### src/rtl/seq_pkg.sv
// Shared definitions for batch_run_sequencer.
//   state_t / St*  : FSM state encoding (IDLE, LAUNCH, WAIT, FIN)
//   timer_width()  : bits needed for a counter reaching max_count, minimum 1
//   TIMER_W        : WAIT-timer width for the default TIMEOUT
package seq_pkg;

  typedef logic [1:0] state_t;

  localparam state_t StIdle   = 2'd0;
  localparam state_t StLaunch = 2'd1;
  localparam state_t StWait   = 2'd2;
  localparam state_t StFin    = 2'd3;

  // max(1, $clog2(max_count + 1)); 64-bit math so the +1 never overflows.
  function automatic int unsigned timer_width(input int unsigned max_count);
    if (max_count == 0) begin
      return 1;
    end
    return $clog2(64'(max_count) + 64'd1);
  endfunction

  localparam int unsigned DefaultTimeout = 1000000;
  localparam int unsigned TIMER_W        = timer_width(DefaultTimeout);

endpackage

### src/rtl/batch_run_sequencer_if.sv
// Bundle between the run controller, the sequencer and the `main` datapath.
//   Controller -> sequencer : go, abort, first_index, last_index
//   main -> sequencer       : finish
//   Sequencer -> main       : start, file_index
//   Sequencer -> controller : busy, done, jobs_done, jobs_timed_out, timeout_err
// master: controller/bench view; slave: sequencer view.
interface batch_run_sequencer_if #(
  parameter int unsigned IDX_W = 10,
  parameter int unsigned CNT_W = 16
);

  logic             go;
  logic             abort;
  logic [IDX_W-1:0] first_index;
  logic [IDX_W-1:0] last_index;
  logic             finish;
  logic             start;
  logic [IDX_W-1:0] file_index;
  logic             busy;
  logic             done;
  logic [CNT_W-1:0] jobs_done;
  logic [CNT_W-1:0] jobs_timed_out;
  logic             timeout_err;

  modport master (
    output go, abort, first_index, last_index, finish,
    input  start, file_index, busy, done, jobs_done, jobs_timed_out, timeout_err
  );

  modport slave (
    input  go, abort, first_index, last_index, finish,
    output start, file_index, busy, done, jobs_done, jobs_timed_out, timeout_err
  );

endinterface

### src/rtl/sat_counter.sv
// Saturating up-counter with synchronous clear.
//   clk, rst : clock, asynchronous active-high reset
//   clr_i    : clear to 0 (wins over inc_i)
//   inc_i    : add one, sticking at all-ones
//   q_o      : registered count
module sat_counter #(
  parameter int unsigned WIDTH = 16
) (
  input  logic             clk,
  input  logic             rst,
  input  logic             clr_i,
  input  logic             inc_i,
  output logic [WIDTH-1:0] q_o
);

  logic [WIDTH-1:0] q_q, q_d;

  always_comb begin
    q_d = q_q;
    if (clr_i) begin
      q_d = '0;
    end else if (inc_i && (q_q != {WIDTH{1'b1}})) begin
      q_d = q_q + 1'b1;
    end
  end

  always_ff @(posedge clk or posedge rst) begin
    if (rst) begin
      q_q <= '0;
    end else begin
      q_q <= q_d;
    end
  end

  assign q_o = q_q;

endmodule

### src/rtl/batch_run_sequencer.sv
// Steps the `main` datapath through file indices first_index..last_index.
// Each job: start held for START_CYCLES cycles with file_index presented, then
// wait for finish (or a TIMEOUT-cycle timeout), then advance or finish the batch.
//   clk, rst : clock, asynchronous active-high reset
//   bus      : slave view of batch_run_sequencer_if (controller and main signals)
// All outputs are registered.
module batch_run_sequencer
  import seq_pkg::*;
#(
  parameter int unsigned IDX_W        = 10,
  parameter int unsigned START_CYCLES = 2,
  parameter int unsigned TIMEOUT      = 1000000,
  parameter int unsigned CNT_W        = 16
) (
  input logic                   clk,
  input logic                   rst,
  batch_run_sequencer_if.slave  bus
);

  localparam int unsigned TimerW  = timer_width(TIMEOUT);
  localparam int unsigned LaunchW = timer_width(START_CYCLES);

  localparam bit                TimeoutEn  = (TIMEOUT != 0);
  localparam logic [TimerW-1:0] TimerLast  = TimeoutEn ? TimerW'(TIMEOUT - 1) : '0;
  localparam logic [LaunchW-1:0] LaunchLast = LaunchW'(START_CYCLES - 1);

  state_t             state_q, state_d;
  logic [IDX_W-1:0]   idx_q, idx_d;
  logic [IDX_W-1:0]   last_q, last_d;
  logic [IDX_W-1:0]   file_index_q, file_index_d;
  logic               start_q, start_d;
  logic               busy_q, busy_d;
  logic               done_q, done_d;
  logic               err_q, err_d;
  logic [TimerW-1:0]  timer_q, timer_d;
  logic [LaunchW-1:0] lcnt_q, lcnt_d;

  logic clr_cnt;
  logic inc_done;
  logic inc_to;
  logic timeout_hit;

  assign timeout_hit = TimeoutEn && (timer_q == TimerLast);

  always_comb begin
    state_d      = state_q;
    idx_d        = idx_q;
    last_d       = last_q;
    file_index_d = file_index_q;
    start_d      = start_q;
    busy_d       = busy_q;
    done_d       = 1'b0;
    err_d        = err_q;
    timer_d      = timer_q;
    lcnt_d       = lcnt_q;
    clr_cnt      = 1'b0;
    inc_done     = 1'b0;
    inc_to       = 1'b0;

    unique case (state_q)
      StIdle: begin
        if (bus.go) begin
          idx_d   = bus.first_index;
          last_d  = bus.last_index;
          clr_cnt = 1'b1;
          err_d   = 1'b0;
          busy_d  = 1'b1;
          if (bus.first_index <= bus.last_index) begin
            state_d      = StLaunch;
            start_d      = 1'b1;
            file_index_d = bus.first_index;
            lcnt_d       = '0;
          end else begin
            state_d = StFin;
          end
        end
      end

      // finish is deliberately ignored here: it may still be high from the last job.
      StLaunch: begin
        if (bus.abort) begin
          state_d = StIdle;
          start_d = 1'b0;
          busy_d  = 1'b0;
        end else if (lcnt_q == LaunchLast) begin
          state_d = StWait;
          start_d = 1'b0;
          timer_d = '0;
        end else begin
          lcnt_d = lcnt_q + 1'b1;
        end
      end

      // Priority: abort > finish > timeout.
      StWait: begin
        timer_d = timer_q + 1'b1;
        if (bus.abort) begin
          state_d = StIdle;
          busy_d  = 1'b0;
        end else if (bus.finish || timeout_hit) begin
          if (bus.finish) begin
            inc_done = 1'b1;
          end else begin
            inc_to = 1'b1;
            err_d  = 1'b1;
          end
          // Compare before incrementing so last = all-ones never wraps.
          if (idx_q == last_q) begin
            state_d = StFin;
          end else begin
            idx_d        = idx_q + 1'b1;
            file_index_d = idx_q + 1'b1;
            start_d      = 1'b1;
            lcnt_d       = '0;
            state_d      = StLaunch;
          end
        end
      end

      // done and the busy drop become visible together on the way back to IDLE.
      StFin: begin
        state_d = StIdle;
        done_d  = 1'b1;
        busy_d  = 1'b0;
      end

      default: begin
        state_d = StIdle;
      end
    endcase
  end

  always_ff @(posedge clk or posedge rst) begin
    if (rst) begin
      state_q      <= StIdle;
      idx_q        <= '0;
      last_q       <= '0;
      file_index_q <= '0;
      start_q      <= 1'b0;
      busy_q       <= 1'b0;
      done_q       <= 1'b0;
      err_q        <= 1'b0;
      timer_q      <= '0;
      lcnt_q       <= '0;
    end else begin
      state_q      <= state_d;
      idx_q        <= idx_d;
      last_q       <= last_d;
      file_index_q <= file_index_d;
      start_q      <= start_d;
      busy_q       <= busy_d;
      done_q       <= done_d;
      err_q        <= err_d;
      timer_q      <= timer_d;
      lcnt_q       <= lcnt_d;
    end
  end

  sat_counter #(
    .WIDTH (CNT_W)
  ) u_jobs_done (
    .clk   (clk),
    .rst   (rst),
    .clr_i (clr_cnt),
    .inc_i (inc_done),
    .q_o   (bus.jobs_done)
  );

  sat_counter #(
    .WIDTH (CNT_W)
  ) u_jobs_timed_out (
    .clk   (clk),
    .rst   (rst),
    .clr_i (clr_cnt),
    .inc_i (inc_to),
    .q_o   (bus.jobs_timed_out)
  );

  assign bus.start       = start_q;
  assign bus.file_index  = file_index_q;
  assign bus.busy        = busy_q;
  assign bus.done        = done_q;
  assign bus.timeout_err = err_q;

endmodule

### src/flat_wrapper.sv
// flat-port wrapper written by rule: the top's interface ports become plain ports
module batch_run_sequencer_flat import seq_pkg::*;
#(
  parameter int unsigned IDX_W        = 10,
  parameter int unsigned START_CYCLES = 2,
  parameter int unsigned TIMEOUT      = 1000000,
  parameter int unsigned CNT_W        = 16
)
  (clk, rst, bus_go, bus_abort, bus_first_index, bus_last_index, bus_finish, bus_start, bus_file_index, bus_busy, bus_done, bus_jobs_done, bus_jobs_timed_out, bus_timeout_err);
  batch_run_sequencer_if #(.IDX_W(IDX_W), .CNT_W(CNT_W)) bus_i ();
  input logic clk;
  input logic rst;
  input wire logic [$bits(bus_i.go)-1:0] bus_go;
  input wire logic [$bits(bus_i.abort)-1:0] bus_abort;
  input wire logic [$bits(bus_i.first_index)-1:0] bus_first_index;
  input wire logic [$bits(bus_i.last_index)-1:0] bus_last_index;
  input wire logic [$bits(bus_i.finish)-1:0] bus_finish;
  output wire logic [$bits(bus_i.start)-1:0] bus_start;
  output wire logic [$bits(bus_i.file_index)-1:0] bus_file_index;
  output wire logic [$bits(bus_i.busy)-1:0] bus_busy;
  output wire logic [$bits(bus_i.done)-1:0] bus_done;
  output wire logic [$bits(bus_i.jobs_done)-1:0] bus_jobs_done;
  output wire logic [$bits(bus_i.jobs_timed_out)-1:0] bus_jobs_timed_out;
  output wire logic [$bits(bus_i.timeout_err)-1:0] bus_timeout_err;
  assign bus_i.go = bus_go;
  assign bus_i.abort = bus_abort;
  assign bus_i.first_index = bus_first_index;
  assign bus_i.last_index = bus_last_index;
  assign bus_i.finish = bus_finish;
  assign bus_start = bus_i.start;
  assign bus_file_index = bus_i.file_index;
  assign bus_busy = bus_i.busy;
  assign bus_done = bus_i.done;
  assign bus_jobs_done = bus_i.jobs_done;
  assign bus_jobs_timed_out = bus_i.jobs_timed_out;
  assign bus_timeout_err = bus_i.timeout_err;
  batch_run_sequencer #(.IDX_W(IDX_W), .START_CYCLES(START_CYCLES), .TIMEOUT(TIMEOUT), .CNT_W(CNT_W)) u_core (.clk(clk), .rst(rst), .bus(bus_i));
endmodule
### config.mk
export PLATFORM = sky130hd
export DESIGN_NAME = batch_run_sequencer_flat
export DESIGN_NICKNAME = d
export VERILOG_FILES = /design/src/rtl/seq_pkg.sv /design/src/rtl/batch_run_sequencer_if.sv /design/src/rtl/sat_counter.sv /design/src/rtl/batch_run_sequencer.sv /design/src/flat_wrapper.sv
export SDC_FILE = /design/constraint.sdc
export NUM_CORES = 1
export LEC_CHECK = 0
export ABC_AREA = 1
export CAP_MARGIN = 5
export CORE_UTILIZATION = 41
export CTS_CLUSTER_SIZE = 8
export DETAILED_ROUTE_END_ITERATION = 16
export GPL_TIMING_DRIVEN = 0
export PLACE_DENSITY_LB_ADDON = 0.2
export SKIP_LAST_GASP = 1
export SLEW_MARGIN = 20
export SYNTH_ARGS = -nofsm -noshare
export SYNTH_HDL_FRONTEND = slang
export SYNTH_SLANG_ARGS = --single-unit
### constraint.sdc
create_clock -name clk -period 8.5 [get_ports clk]
set_clock_uncertainty 0.15 [all_clocks]
set_input_delay 1.7 -clock clk [delete_from_list [all_inputs] [get_ports clk]]
set_output_delay 1.7 -clock clk [all_outputs]
set_load 0.005 [all_outputs]
==> metrics.md <==
| Metric | Value |
|---|---|
| DR pass1 iterations | `5` |
| Die height | `approximately 120 µm` |
| DR vias | `5657` |
| Clk pin slew, worst setup/hold paths | `around 70 ps` |
| CP arrival | `3750 ps` |
| Post-synthesis register bit count | `90` |
| First-pass GRT wire length | `24.43 mm` |
| CTS tree | `built` |
| Finished Layout Cells | `1117` |
| Total Wirelength | `~15 mm` |
| # clock sinks | `90` |
| PwrDens | `around 260 nW/µm²` |
| DRC Markers | `0` |
| Crit path cell chain | `clkdlybuf4s50_1 -> inv_1 -> ha_1 -> nand2_1 -> nor2_1 -> nand3_1 -> nand3_1 -> nand3_1 -> buf_2 -> nand4_1 -> nand2_1` |
| Clock Tree Root | `clkbuf_16` |
| Commonest cells after routing, fill and taps aside | `249 x nand2_1, 113 x nor2_1, 112 x inv_1` |
| Final HPWL DP | `11.16 mm` |
| Number of buffers added on ports | `70` |
| MaxCap Viol Count | `0` |
| Layout cells sized above 1 | `0.05763` |
| Initial antenna violation count | `0` |
| Initial Util | `0.4187` |
| Crit. End Element | `register` |
| Minimum clock period | `3649 ps` |
| Setup TNS | `0 ps` |
| Slew Viols, Final | `0` |
| H-tree depth | `3` |
| Diodes inserted | `0` |
| CP peak stage delay | `450 ps` |
| Core Box Area | `about 14000 µm²` |
| Max_slew headroom | `0.5315` |
| CTS buffer count | `9` |
| Unrepaired setup endpoints after global routing | `false` |
| Worst Max-Slew Pin Slew | `between 700 and 800 ps` |
| Final setup fails | `0` |
| Placed Cells | `1101` |
| Final period utilization | `0.4293` |
| Post-synthesis cell type count | `37` |
| WP data required | `8600 ps` |
| Leakage | `~3.5 nW` |
| Count of final hold-check violations | `0` |
| Outcome | `finished clean` |
| Postcts setup bufs | `0` |
| Crit start category | `primary input` |
| RD Place Congestion | `0.8807` |
| Avg WL per Cell | `13.18 µm` |
| Worst path slowest cell | `clkdlybuf4s50_1` |
| Die area | `14660 µm²` |
| Most common library cell in the layout ignoring fill and taps | `nand2_1` |
| Worst-path fanout max | `10` |
| Post-CTS resize count | `0` |
| CTS Hold Bufs | `0` |
| Final Net Count | `976` |
| Netlist Area Pre-Place | `5812 µm²` |
| Min-delay worst type | `register to register` |
| Routed Antenna Nets | `0` |
| Vias in the first global route | `5039` |
| Peak supply drop | `roughly 0.00012 V` |
| Synth-to-Final Area Change | `22.09%` |
| Post-synthesis instance total | `850` |
| Power consumption | `between 1.5 and 2 mW` |
| Sequential area share after synthesis | `0.3875` |
| Synth warnings | `0` |
| DRT iter0 DRCs | `495` |
| IO Count | `71` |
| Vias/cell | `5.064` |
| Syn_nets | `894` |
| Top cell by count, worst path | `nand3_1` |
| Largest net degree at the start of global routing | `70` |
| Clk buf depth | `2` |
| Synth Area per Inst | `6.837 µm²` |
| Clk_lat worst skew | `around 360 ps` |
| Row cnt | `43` |
| Crit Path Class | `primary input to register` |
| Max Fclk | `274.1 MHz` |
| Die width | `around 120 µm` |
| Gr ovfl total | `0` |
| Total GRT Usage | `0.2118` |
==> worst max-delay path: cells and delay by family <==
family,cells,cell delay (ps)
and+or+nand+nor,7,950
buffers and inverters,3,800
adders and majority gates,1,290
==> logic make-up after synthesis <==
kind of cell / Yosys count / synth area share
xor gates and xnor gates: 15 / 0.02260
DFF: 90 / 0.3875
AOI/OAI and AO/OA: 72 / 0.07019
adders and majority gates: 19 / 0.04090
buffers and inverters: 142 / 0.09839
and+or+nand+nor: 512 / 0.3804
==> metal layers <==
metal  track usage  wire length [µm]  vias up
met5             0                 0        -
met4       0.07639               314        0
met3       0.03571               656       25
met2        0.3268              6722      132
met1        0.2974              7028     2604
li1              -                 -     2896
==> sequential cells by signal, summed over array words and instances (netlist names) <==
register                     flops
u_core.bus.timeout_err           1
u_core.bus.start                 1
u_core.timer_q                  20
u_core.idx_q                    10
u_core.bus.busy                  1
u_core.bus.done                  1
u_core.u_jobs_timed_out.q_o     16
u_core.bus.file_index           10
u_core.u_jobs_done.q_o          16
u_core.last_q                   10
u_core.state_q                   2
u_core.lcnt_q                    2
==> stage by stage <==
step,instance area (µm²),hold slack [ps],worst slack (ps),utilization
detailed placement,6770,311.5,4498,0.4877
CTS,7096,327.9,4873,0.5112
global route,7096,335.9,4744,0.5112
floorplan,5812,291.9,4315,-
finish,7096,321.2,4851,0.5112
global placement,6738,308.7,2662,0.4854
==> area by class of cell <==
| cell class | count | area (µm²) |
|---|---|---|
| flip-flops and latches | 90 | 2252 |
| repair buffers | 71 | 728.2 |
| plain buffers | 22 | 121.4 |
| clock buffers | 9 | 225.2 |
| fillers | 1381 | 6785 |
| inverters | 120 | 455.4 |
| well taps | 180 | 225.2 |
| multi-input cells | 618 | 2988 |
| clock inverters | 7 | 100.1 |
==> worst paths after layout <==
path                                                              end                                  from  slack (ps)  depth (start not counted)
max in group asynchronous              u_core.timer_q[17]$_DFFE_PP0P_                                   rst        6080                          3
hold / removal                   u_core.bus.file_index[0]$_DFFE_PP0P_  u_core.bus.file_index[0]$_DFFE_PP0P_         320                          2
hold reg to reg                  u_core.bus.file_index[0]$_DFFE_PP0P_  u_core.bus.file_index[0]$_DFFE_PP0P_         320                          2
min in group asynchronous  u_core.u_jobs_timed_out.q_o[2]$_DFFE_PP0P_                                   rst        1500                          2
setup / recovery                 u_core.bus.file_index[8]$_DFFE_PP0P_                     bus_last_index[9]        4850                         11
setup reg to reg               u_core.u_jobs_done.q_o[14]$_DFFE_PP0P_         u_core.state_q[0]$_DFFE_PP0P_        6230                         11
==> power by group <==
group | switching, mW | internal [mW] | total (mW)
Sequential | 0.109 | 0.549 | 0.658
Clock | 0.188 | 0.261 | 0.448
Combinational | 0.459 | 0.299 | 0.758
Total | 0.755 | 1.11 | 1.86
==> Yosys cell counts (all sizes together) <==
master | count | area [µm²]
nand2 | 251 | 947.2
inv | 120 | 450.4
nor2 | 117 | 459.2
dfrtp | 90 | 2252
nand3 | 75 | 390.4
o21ai | 38 | 209.0
nand4 | 37 | 231.5
nor3 | 22 | 115.1
a21oi | 20 | 100.1
ha | 19 | 237.7
buf | 12 | 82.58
clkbuf | 10 | 38.78
xor2 | 10 | 87.58
a31oi | 5 | 31.28
or2 | 5 | 31.29
xnor2 | 5 | 43.79
nand3b | 4 | 30.03
o21bai | 3 | 22.52
o31ai | 3 | 22.52
a21o | 1 | 7.510
and3 | 1 | 6.260
o211ai | 1 | 7.510
o21a | 1 | 7.510
Note: power is estimated with default switching activity, not from simulation.
